==> src/rtl/uart_pkg.sv <==
// uart_pkg: FSM state encodings and line levels shared by the UART transmitter and receiver.
package uart_pkg;
    typedef enum logic [2:0] {ST_IDLE, ST_START, ST_DATA, ST_PARITY, ST_STOP} uart_state_e;
    localparam int DEFAULT_CLKS_PER_BIT = 1302;
    localparam logic IDLE_LEVEL = 1'b1;
    localparam logic START_LEVEL = 1'b0;
endpackage

==> src/rtl/uart_bit_timer.sv <==
// uart_bit_timer: bit-period counter; bitTick marks the last cycle of each bit period.
module uart_bit_timer #(
    parameter int CLKS_PER_BIT = 1302
) (
    input  logic clk,
    input  logic rst,
    input  logic clr,
    input  logic en,
    output logic bitTick
);
    localparam int W = $clog2(CLKS_PER_BIT);
    localparam logic [W-1:0] LAST = W'(CLKS_PER_BIT - 1);
    logic [W-1:0] cnt_q, cnt_d;
    always_comb begin
        bitTick = en && cnt_q == LAST;
        cnt_d = (clr || bitTick) ? '0 : en ? cnt_q + 1'b1 : cnt_q;
    end
    always_ff @(posedge clk) begin
        cnt_q <= rst ? '0 : cnt_d;
    end
endmodule

==> src/rtl/uart_tx_unit.sv <==
// uart_tx_unit: buffered UART transmitter, 8N1 by default; define UART_TX_PARITY_EN to add a parity bit.
module uart_tx_unit
    import uart_pkg::*;
#(
    parameter int CLKS_PER_BIT = DEFAULT_CLKS_PER_BIT,
    parameter int DATA_BITS = 8,
    parameter int STOP_BITS = 1,
    parameter int PARITY_ODD = 0
) (
    input  logic       clock,
    input  logic       resetGral,
    input  logic [7:0] txData,
    input  logic       txStart,
    output logic       txReady,
    output logic       txBusy,
    output logic       txDone,
    output logic       uartTxPin
);
`ifdef UART_TX_PARITY_EN
    localparam logic HAS_PARITY = 1'b1;
`else
    localparam logic HAS_PARITY = 1'b0;
`endif
    uart_state_e state_q, state_d;
    logic [7:0] buf_q, buf_d;
    logic [DATA_BITS-1:0] shift_q, shift_d;
    logic [2:0] idx_q, idx_d;
    logic buf_full_q, buf_full_d, par_q, par_d, pin_q, pin_d, busy_q, busy_d, done_q, done_d;
    logic bit_tick, accept, load, data_last, stop_last;

    uart_bit_timer #(.CLKS_PER_BIT(CLKS_PER_BIT)) u_timer (
        .clk(clock),
        .rst(resetGral),
        .clr(state_q == ST_IDLE),
        .en(state_q != ST_IDLE),
        .bitTick(bit_tick)
    );

    always_comb begin
        accept = txStart && !buf_full_q;
        data_last = state_q == ST_DATA && bit_tick && idx_q == 3'(DATA_BITS - 1);
        stop_last = state_q == ST_STOP && bit_tick && idx_q == 3'(STOP_BITS - 1);
        state_d = state_q;
        case (state_q)
            ST_IDLE:   state_d = buf_full_q ? ST_START : ST_IDLE;
            ST_START:  state_d = bit_tick ? ST_DATA : ST_START;
            ST_DATA:   state_d = data_last ? (HAS_PARITY ? ST_PARITY : ST_STOP) : ST_DATA;
            ST_PARITY: state_d = bit_tick ? ST_STOP : ST_PARITY;
            ST_STOP:   state_d = stop_last ? (buf_full_q ? ST_START : ST_IDLE) : ST_STOP;
            default:   state_d = ST_IDLE;
        endcase
        // Entering START drains the buffer; accept needs it empty, so the two never collide.
        load = state_d == ST_START && state_q != ST_START;
        buf_d = accept ? txData : buf_q;
        buf_full_d = accept || (buf_full_q && !load);
        shift_d = load ? buf_q[DATA_BITS-1:0] : (state_q == ST_DATA && bit_tick) ? shift_q >> 1 : shift_q;
        par_d = load ? (^buf_q[DATA_BITS-1:0]) ^ (PARITY_ODD != 0) : par_q;
        idx_d = state_d != state_q ? '0 : bit_tick ? idx_q + 3'd1 : idx_q;
        // The pin lags the state by one cycle, so busy and done are aligned to the pin.
        pin_d = state_q == ST_START ? START_LEVEL : state_q == ST_DATA ? shift_q[0] :
                state_q == ST_PARITY ? par_q : IDLE_LEVEL;
        busy_d = state_q != ST_IDLE || state_d != ST_IDLE;
        done_d = stop_last;
    end

    always_ff @(posedge clock) begin
        if (resetGral) begin
            state_q <= ST_IDLE;
            buf_q <= '0;
            buf_full_q <= 1'b0;
            shift_q <= '0;
            par_q <= 1'b0;
            idx_q <= '0;
            pin_q <= IDLE_LEVEL;
            busy_q <= 1'b0;
            done_q <= 1'b0;
        end else begin
            state_q <= state_d;
            buf_q <= buf_d;
            buf_full_q <= buf_full_d;
            shift_q <= shift_d;
            par_q <= par_d;
            idx_q <= idx_d;
            pin_q <= pin_d;
            busy_q <= busy_d;
            done_q <= done_d;
        end
    end

    assign txReady = !buf_full_q;
    assign txBusy = busy_q;
    assign txDone = done_q;
    assign uartTxPin = pin_q;
endmodule

==> config.mk <==
export PLATFORM = sky130hd
export DESIGN_NAME = uart_tx_unit
export DESIGN_NICKNAME = d
export VERILOG_FILES = /design/src/rtl/uart_pkg.sv /design/src/rtl/uart_bit_timer.sv /design/src/rtl/uart_tx_unit.sv
export SDC_FILE = /design/constraint.sdc
export NUM_CORES = 1
export LEC_CHECK = 0
export BUFFER_PORTS_ARGS = -buffer_cell sky130_fd_sc_hd__buf_2
export CORE_ASPECT_RATIO = 0.7
export CORE_MARGIN = 2
export CORE_UTILIZATION = 25
export CTS_BUF_LIST = sky130_fd_sc_hd__clkbuf_16
export DETAILED_ROUTE_END_ITERATION = 10
export GPL_TIMING_DRIVEN = 0
export MAX_ROUTING_LAYER = met4
export PLACE_DENSITY = 0.37
export REMOVE_ABC_BUFFERS = 1
export SLEW_MARGIN = 30
export SYNTH_ARGS = -nofsm -noshare
export SYNTH_HDL_FRONTEND = slang
export SYNTH_SLANG_ARGS = --single-unit
==> constraint.sdc <==
create_clock -name clock -period 2.7 [get_ports clock]
set_input_delay 0.405 -clock clock [delete_from_list [all_inputs] [get_ports clock]]
set_output_delay 0.405 -clock clock [all_outputs]
set_load 0.005 [all_outputs]
### Word-level counts from Yosys, hierarchy flattened

Cells that the tools add are included.

| operators by class | value |
|---|---|
| $add $sub $neg | 2 |
| eq/ne operators | 9 |
| mux-type cells | 11 |
| reduce and logical (&&, ||, !) cells | 21 |

Operators with widths:

| cell | count |
|---|---|
| 8-bit 2-to-1 mux | 2 |
| 3-bit one-hot mux with 5 select lines | 1 |
| 11-bit by 1-bit adder with 11-bit output, second input constant | 1 |
| 11-bit == test, second input constant | 1 |
| 3-bit 2-to-1 mux | 3 |
| 1-bit logical AND | 8 |
| 8-bit XOR reduction | 1 |
| 3-bit by 1-bit == test with 1-bit output, second input constant | 2 |
| 3-bit by 2-bit == test with 1-bit output, second input constant | 2 |
| 3-bit == test, second input constant | 2 |
| 3-bit zero test | 2 |
| 3-bit nonzero test | 2 |
| 1-bit 2-to-1 mux | 4 |
| 2-bit OR reduction | 2 |
| 3-bit by 1-bit adder with 3-bit output, second input constant | 1 |
| 1-bit logical OR | 3 |
| 3-bit by 1-bit inequality test with 1-bit output, second input constant | 1 |
| 3-bit inequality test | 1 |
| 1-bit zero test | 2 |
| 2-bit 2-to-1 mux | 1 |
| 2-bit nonzero test | 1 |

| word-level totals | value |
|---|---|
| flip-flop bits (word level) | 38 |
| bits of input ports | 11 |
| output and inout port bits | 4 |
| word-level logic and storage cells | 53 |

### Logic depth before layout (Yosys ltp)

Gate-level depths: netlist of the first run.

| depth | value |
|---|---|
| depth in word-level cells | 11 |
| depth in mapped cells | 7 |

### Modules after synthesis

From an unflattened synthesis of the first run, not the netlist that was laid out.

| unflattened totals | value |
|---|---|
| cell total of the unflattened synthesis | 202 |
| area total of the unflattened synthesis | 1803.0 um2 |

Modules (own cells, without submodules):

| module | instances | cells an instance | area an instance (um2) | seq. area each (um2) |
|---|---|---|---|---|
| uart_tx_unit | 1 | 142 | 1224.9 | 540.5 |
| uart_bit_timer | 1 | 60 | 578.1 | 220.2 |

### Least setup slack after synthesis of the first run

Ideal clock, no wire load.

| path | value |
|---|---|
| path type | reg2reg |
| from | register u_timer.cnt_q[0] |
| to | register par_q |
| arrival time | 1479 ps |
| data required time | 2584 ps |
| path slack | 1105 ps |
| stages on the path, launching flop included | 7 |
| path buffers | 1 |
| cells stage by stage | dfxtp_1 > ha_1 > and4bb_4 > a41oi_2 > or2_0 > buf_6 > o211a_1 |

| between the ends | value |
|---|---|
| cells in the longest elaborated chain, start to end | 8 |
| elaborated cells between the ends (all ways) | 13 |
| classes of those cells | 2 x eq/ne; 5 x mux; 6 x reduce/logical |

Ends and longest elaborated chain:

| item | line | text |
|---|---|---|
| from (decl) | uart_bit_timer.sv:13 | `logic [W-1:0] cnt_q, cnt_d;` |
| from (signal assigned) | uart_bit_timer.sv:19 | `cnt_q <= rst ? '0 : cnt_d;` |
| 11-bit == test (*) | uart_bit_timer.sv:15 | `bitTick = en && cnt_q == LAST;` |
| 1-bit logical AND (*) | uart_bit_timer.sv:15 |  |
| 1-bit logical AND (on tied branches) (2 in a row) | uart_tx_unit.sv:42, uart_tx_unit.sv:41 |  |
| 3-bit 2-to-1 mux (on tied branches) | uart_tx_unit.sv:49, uart_tx_unit.sv:47 |  |
| 3-bit one-hot mux with 5 select lines (*) | uart_tx_unit.sv:44 | `case (state_q)` |
| 3-bit by 1-bit == test with 1-bit output (*) | uart_tx_unit.sv:53 | `load = state_d == ST_START && state_q != ST_START;` |
| 1-bit logical AND (*) | uart_tx_unit.sv:53 |  |
| to (signal assigned) | uart_tx_unit.sv:82 | `par_q <= par_d;` |
| to (decl) | uart_tx_unit.sv:28 | `logic buf_full_q, buf_full_d, par_q, par_d, pin_q, pin_d, busy_q, busy_d, done_q, done_d;` |

Every way passes the cells marked *; elsewhere a longest branch is shown, timed or not.
A chain may end at the register's enable or synchronous reset.

### Final worst setup path of the first run

| path | value |
|---|---|
| from | register u_timer.cnt_q[1] |
| to | register par_q |

Same word-level chain as after synthesis.

==> results of run 1 <==
-- final cells by class --
cell class,count,area [um^2],area share [%]
Inverter,7,26.3,1.28
Clock buffer,5,125,6.08
Multi-Input combinational cell,145,947,46.0
Timing Repair Buffer,14,70.1,3.40
Sequential cell,38,761,36.9
Tap cell,94,118,5.71
Clock inverter,3,12.5,0.608
-- state kept, by name, indices dropped and copies added, names as in the netlist, 3 cells and up --
signal,count
state_q,3
u_timer.cnt_q,11
idx_q,3
shift_q,8
buf_q,8
-- path summary, 6_finish.rpt --
check                                   to  depth (start not counted)
min reg2reg  u_timer.cnt_q[0]$_SDFFE_PP0P_                          1
max reg2reg             par_q$_SDFFE_PP0P_                          6
max                     par_q$_SDFFE_PP0P_                          6
min                  buf_q[6]$_SDFFE_PP0P_                          3
-- stage by stage --
step / utilization, % / cell area, um^2 / power (uW)
final: 30.2 / 2060 / 1280
after global routing: 30.2 / 2060 / 1340
after CTS: 30.2 / 2060 / 1300
after detailed placement: 28.2 / 1920 / 733
after global placement: 28.2 / 1920 / 734
after floorplan: - / 1730 / 693
-- power groups by stage --
stage / clock network, uW / logic (uW) / registers (uW)
2_1_floorplan: 0 / 79.2 / 614
3_3_place_gp: 0 / 113 / 622
3_5_place_dp: 0 / 112 / 621
4_1_cts: 575 / 112 / 609
5_1_grt: 597 / 126 / 613
6_report: 557 / 111 / 609
-- synthesized netlist by cell type (2+ instances only) --
master | number | area (um^2)
a21oi_1 | 18 | 90.1
and4bb_4 | 2 | 32.5
buf_2 | 5 | 25.0
clkbuf_1 | 4 | 15.0
dfxtp_1 | 38 | 761
ha_1 | 5 | 62.6
inv_1 | 7 | 26.3
mux2i_1 | 10 | 100
nand2_1 | 24 | 90.1
nand3_1 | 7 | 35.0
nand4_1 | 4 | 25.0
nor2_1 | 19 | 71.3
nor2b_1 | 3 | 18.8
nor3_1 | 3 | 15.0
nor3b_1 | 2 | 15.0
nor4_1 | 4 | 25.0
o211a_1 | 2 | 20.0
o21ai_0 | 2 | 10.0
o31ai_1 | 8 | 60.1
or3_1 | 2 | 12.5
xnor2_1 | 13 | 114
xor2_1 | 4 | 35.0
-- cell families after synthesis --
group	Yosys count
AOI/OAI and AO/OA	37
xor gates and xnor gates	17
adders and majority gates	5
buffers and inverters	17
DFF	38
muxes	10
and+or+nand+nor	76
-- worst reg2reg max path: stages, from the launching register on --
cell,delay [ns]
dfxtp_1,0.37
inv_1,0.06
ha_1,0.18
and4bb_4,0.23
a41oi_2,0.51
or2_0,0.48
o211a_1,0.22
-- per-layer routing --
layer	vias up	track usage (%)	wire [um]
li1	721	-	-
met5	-	-	0
met4	0	4.44	46
met1	635	17.4	2450
met2	15	14.4	1360
met3	5	3.12	98
==> results.toml, run 1 <==
[outcome]
status = "finished, final reports clean"

[finish]
final_cell_mix = "38 x dfxtp_1, 24 x nand2_1, 19 x nor2_1, 18 x a21oi_1, 14 x buf_2"
layout-drive-gt1-share_pct = 11.8
final_cell_count_no_fill = 306
diodes = 0
fin_nets = 227
syn_to_final_growth_pct = 15.3
fill_cells = 762
final_common_cell = "dfxtp_1"

[route]
vias_per_cell = 4.50
ant_nets = 0
drt_iter0_markers = 37
first_pass_iters = 4
drc_errors = 0
wl_mm = 3.96
detail_route.wl_per_cell_um = 12.9
vias = 1376

[timing]
fin_ws_ns = 0.600
max-slew-margin-rel_pct = 57.4
hold_violations = 0
max_freq_mhz = 476
setup_viol = 0
final_max_slew_viol_count = 0
hold_ws_ns = 0.363
fin_skew_ns = 0.00451
tightest_slew_ns = 0.633
finalCritPeriodShare_pct = 77.8
rsz0062_at_grt = "false"
fin_tns_setup_ns = 0
period_minus_slack_ns = 2.10

[critical_path]
rr_startpoint = "u_timer.cnt_q[1]$_SDFFE_PP0P_"
cp-start-kind = "flop"
cp_top_family = "compound AO/OA/AOI/OAI gates"
required_ns = 2.93
worstPathArrival_ns = 2.32
critPathMaxStageDelay_ns = 0.51
critPathLaunch = "u_timer.cnt_q[1]$_SDFFE_PP0P_"
cp_max_fo = 12
crit_type = "reg -> reg"
worstPathBufferInverterCount = 1
crit_chain = "inv_1, ha_1, and4bb_4, a41oi_2, or2_0, o211a_1"
ff2ff_setup_slack_ns = 0.60
slowest_stage = "a41oi_2"
end_kind = "flop"

[pwr]
max-vdd-ir-drop_mv = 0.222
power.density_mw_per_mm2 = 620
p_seq_share_pct = 47.7
p_comb_share_pct = 8.7
switching_share_pct = 24.1
p_leak_uw = 0.000806
internal-power_uw = 970
power_frac_clock_pct = 43.6
power.net_switching_uw = 307

[yosys]
synthFlopType = "dfxtp_1"
netlist_area_mm2 = 0.00179
ys_types = 36
syn_avg_cell_area_um2 = 8.93
async_flop_share_pct = 0
synthAdderAreaFrac_pct = 3.50
yosys_warnings = 0
synth_seq_area_share_pct = 42.6
synth_top_family_by_area = "simple AND/OR/NAND/NOR gates"
synth_cells = 200
synth_mux_area_share_pct = 5.61
synth-compound-area-share_pct = 13.7
ys_ff_latch = 38
synth_xor_area_share_pct = 8.34
synth_edf_count = 0
synth_simple_gate_area_share_pct = 21.9

[clock_tree]
cts_root_buffer = "clkbuf_16"
clkTransAtPathRegs_ns = 0.06
clock_sinks = 38
cts_tree = "built"
clock_path_buffers = 2
cts_buffers = 5
post_cts_buffers = 0
post_cts_resized = 0
cts_max_level = 2
clk_latency_ns = 0.28
ctsHoldBuffers = 0

[hold_path]
hold_class = "in -> reg"
hp-start = "txData[6]"

[run]
cap_viol_max_count = 0

[grt]
grt_pass1_vias = 1332
grt-ovfl-total = 0
track_usage_pct = 11.7
grt_pass1_wl_mm = 6.82
grt_max_degree = 16
antenna_found_initial = 0

[placement]
dp_worst_setup_slack_ns = 0.591
gp_congestion = 0.701
io_buffer_count = 14
place_inst = 298
hpwl_mm = 2.81

[die]
core_area_mm2 = 0.00682
fp.dieArea_mm2 = 0.00784
initial_core_util_pct = 26.2
io_pins = 15
rows = 25
fp.dieH_um = 74.7
die_w_um = 105
No activity file was read; power rests on OpenSTA's default activity.
==> run 2, diff against run 1 <==
--- a/config.mk
+++ b/config.mk
@@ -13,7 +13,7 @@
 export DETAILED_ROUTE_END_ITERATION = 10
 export GPL_TIMING_DRIVEN = 0
 export MAX_ROUTING_LAYER = met4
-export PLACE_DENSITY = 0.37
+export PLACE_DENSITY = 0.38
 export REMOVE_ABC_BUFFERS = 1
 export SLEW_MARGIN = 30
 export SYNTH_ARGS = -nofsm -noshare
==> constraint.sdc (replaced) <==
create_clock -name clock -period 1.9 [get_ports clock]
set_input_delay 0.285 -clock clock [delete_from_list [all_inputs] [get_ports clock]]
set_output_delay 0.285 -clock clock [all_outputs]
set_load 0.005 [all_outputs]
==> run 2 against run 1 <==
  * Clock skew about the same
  * Count of clock-buffer cells in the layout unchanged
  * Final area increased by 1.3%
  * Wire length down 1.7%
  * Combinational power increased by 47%
  * First-iteration DRC count up 120%
  * Non-clock buffer count up 1
  * Die area did not move
  * Sequential power grew 42%
  * Setup slack lost 0.49 ns
  * Fmax grew 17%
==> results.toml, run 2 (synthesis gave the netlist of run 1 again) <==
[die]
fp.dieArea_mm2 = 0.00784
initial_core_util_pct = 26.2
core_area_mm2 = 0.00682
die_w_um = 105
rows = 25
io_pins = 15
fp.dieH_um = 74.7

[clock_tree]
cts_tree = "built"
clock_sinks = 38
cts_root_buffer = "clkbuf_16"
clk_latency_ns = 0.28
cts_max_level = 2
clkTransAtPathRegs_ns = 0.06
cts_buffers = 5
ctsHoldBuffers = 0
clock_path_buffers = 2

[grt]
antenna_found_initial = 0
grt-ovfl-total = 0
grt_max_degree = 16
track_usage_pct = 11.5
grt_pass1_vias = 1307
grt_pass1_wl_mm = 6.70

[route]
detail_route.wl_per_cell_um = 12.7
drt_iter0_markers = 80
first_pass_iters = 4
vias = 1343
drc_errors = 0
ant_nets = 0
wl_mm = 3.89
vias_per_cell = 4.37

[timing]
period_minus_slack_ns = 1.79
max_freq_mhz = 557
fin_skew_ns = 0.00408
tightest_slew_ns = 0.693
hold_violations = 0
max-slew-margin-rel_pct = 53.4
setup_viol = 0
rsz0062_at_grt = "false"
fin_ws_ns = 0.106
finalCritPeriodShare_pct = 94.4
final_max_slew_viol_count = 0

[pwr]
max-vdd-ir-drop_mv = 0.352
p_leak_uw = 0.000816
power.density_mw_per_mm2 = 870
total_power_uw = 1810

[finish]
final_cell_mix = "38 x dfxtp_1, 23 x nand2_1, 19 x nor2_1, 18 x a21oi_1, 14 x buf_2"
fill_cells = 755
fin_nets = 228
reg.largest.list = "u_timer.cnt_q: 11 flops, buf_q: 8 flops, shift_q: 8 flops"
diodes = 0
final_common_cell = "dfxtp_1"
top_register = "u_timer.cnt_q"
largest_reg_flops = 11
syn_to_final_growth_pct = 16.8
layout-drive-gt1-share_pct = 13.6

[critical_path]
critPathMaxStageDelay_ns = 0.40
worstPathArrival_ns = 1.96
cp_max_fo = 12
crit_chain = "ha_1, and4bb_4, a41oi_4, or2_4, o211a_1"
cp-start-kind = "flop"
required_ns = 2.07
slowest_stage = "dfxtp_1"
end_kind = "flop"
crit_type = "reg -> reg"

[run]
cap_viol_max_count = 0

[placement]
hpwl_mm = 2.74
io_buffer_count = 14
gp_congestion = 0.690
dp_worst_setup_slack_ns = -0.173

[outcome]
status = "finished, final reports clean"

[hold_path]
hold_class = "in -> reg"
run 2: worst paths after layout:
kind / from / end / slack [ns] / cells after the start
max: u_timer.cnt_q[0]$_SDFFE_PP0P_ / par_q$_SDFFE_PP0P_ / 0.11 / 5
min: txData[7] / buf_q[7]$_SDFFE_PP0P_ / 0.24 / 3
max reg2reg: u_timer.cnt_q[0]$_SDFFE_PP0P_ / par_q$_SDFFE_PP0P_ / 0.11 / 5
min reg2reg: u_timer.cnt_q[0]$_SDFFE_PP0P_ / u_timer.cnt_q[0]$_SDFFE_PP0P_ / 0.49 / 1
run 2: layout make-up:
type                            instances  area [um^2]  area share, %
Tap cell                               94          118           5.64
Clock inverter                          3         12.5          0.600
Clock buffer                            5          125           6.00
Multi-Input combinational cell        145          966           46.3
Timing Repair Buffer                   15         77.6           3.72
Inverter                                7         26.3           1.26
Sequential cell                        38          761           36.5
run 2: repair_timing:
item                                    CTS  global route
endpoints found under the setup margin    9             4
setup buffers                             0             1
pin swaps                                 0             1
gates resized for setup                   3             2
run 2: per-stage QoR:
step / TNS [ns] / cells / util (%) / hold slack (ns) / cell area [um^2]
2_1_floorplan: 0 / 190 / - / 0.354 / 1730
3_3_place_gp: -1.94 / 298 / 28.2 / 0.464 / 1920
3_5_place_dp: -1.35 / 298 / 28.2 / 0.470 / 1920
4_1_cts: 0 / 306 / 30.4 / 0.244 / 2070
5_1_grt: 0 / 307 / 30.6 / 0.251 / 2090
6_report: 0 / 307 / 30.6 / 0.243 / 2090
run 2: metal layers:
metal | vias up | part of all wire, % | global-route usage [%]
met2 | 15 | 34 | 14.1
met4 | 0 | 0.69 | 3.56
met5 | - | 0 | -
met3 | 2 | 2.7 | 2.86
met1 | 604 | 63 | 17.6
li1 | 722 | - | -
run 2: where the power goes:
part           total [uW]  internal (uW)  switching (uW)
logic                 163           74.2            88.9
clock network         786            474             312
registers             865            834            31.2
total                1810           1380             432
run 2: worst max-delay path, delay by kind of cell, from the launching register on:
family          cells  cell delay, ns
compound gates      2            0.46
fa+ha+maj           1            0.17
flops               1            0.40
simple gates        2            0.66
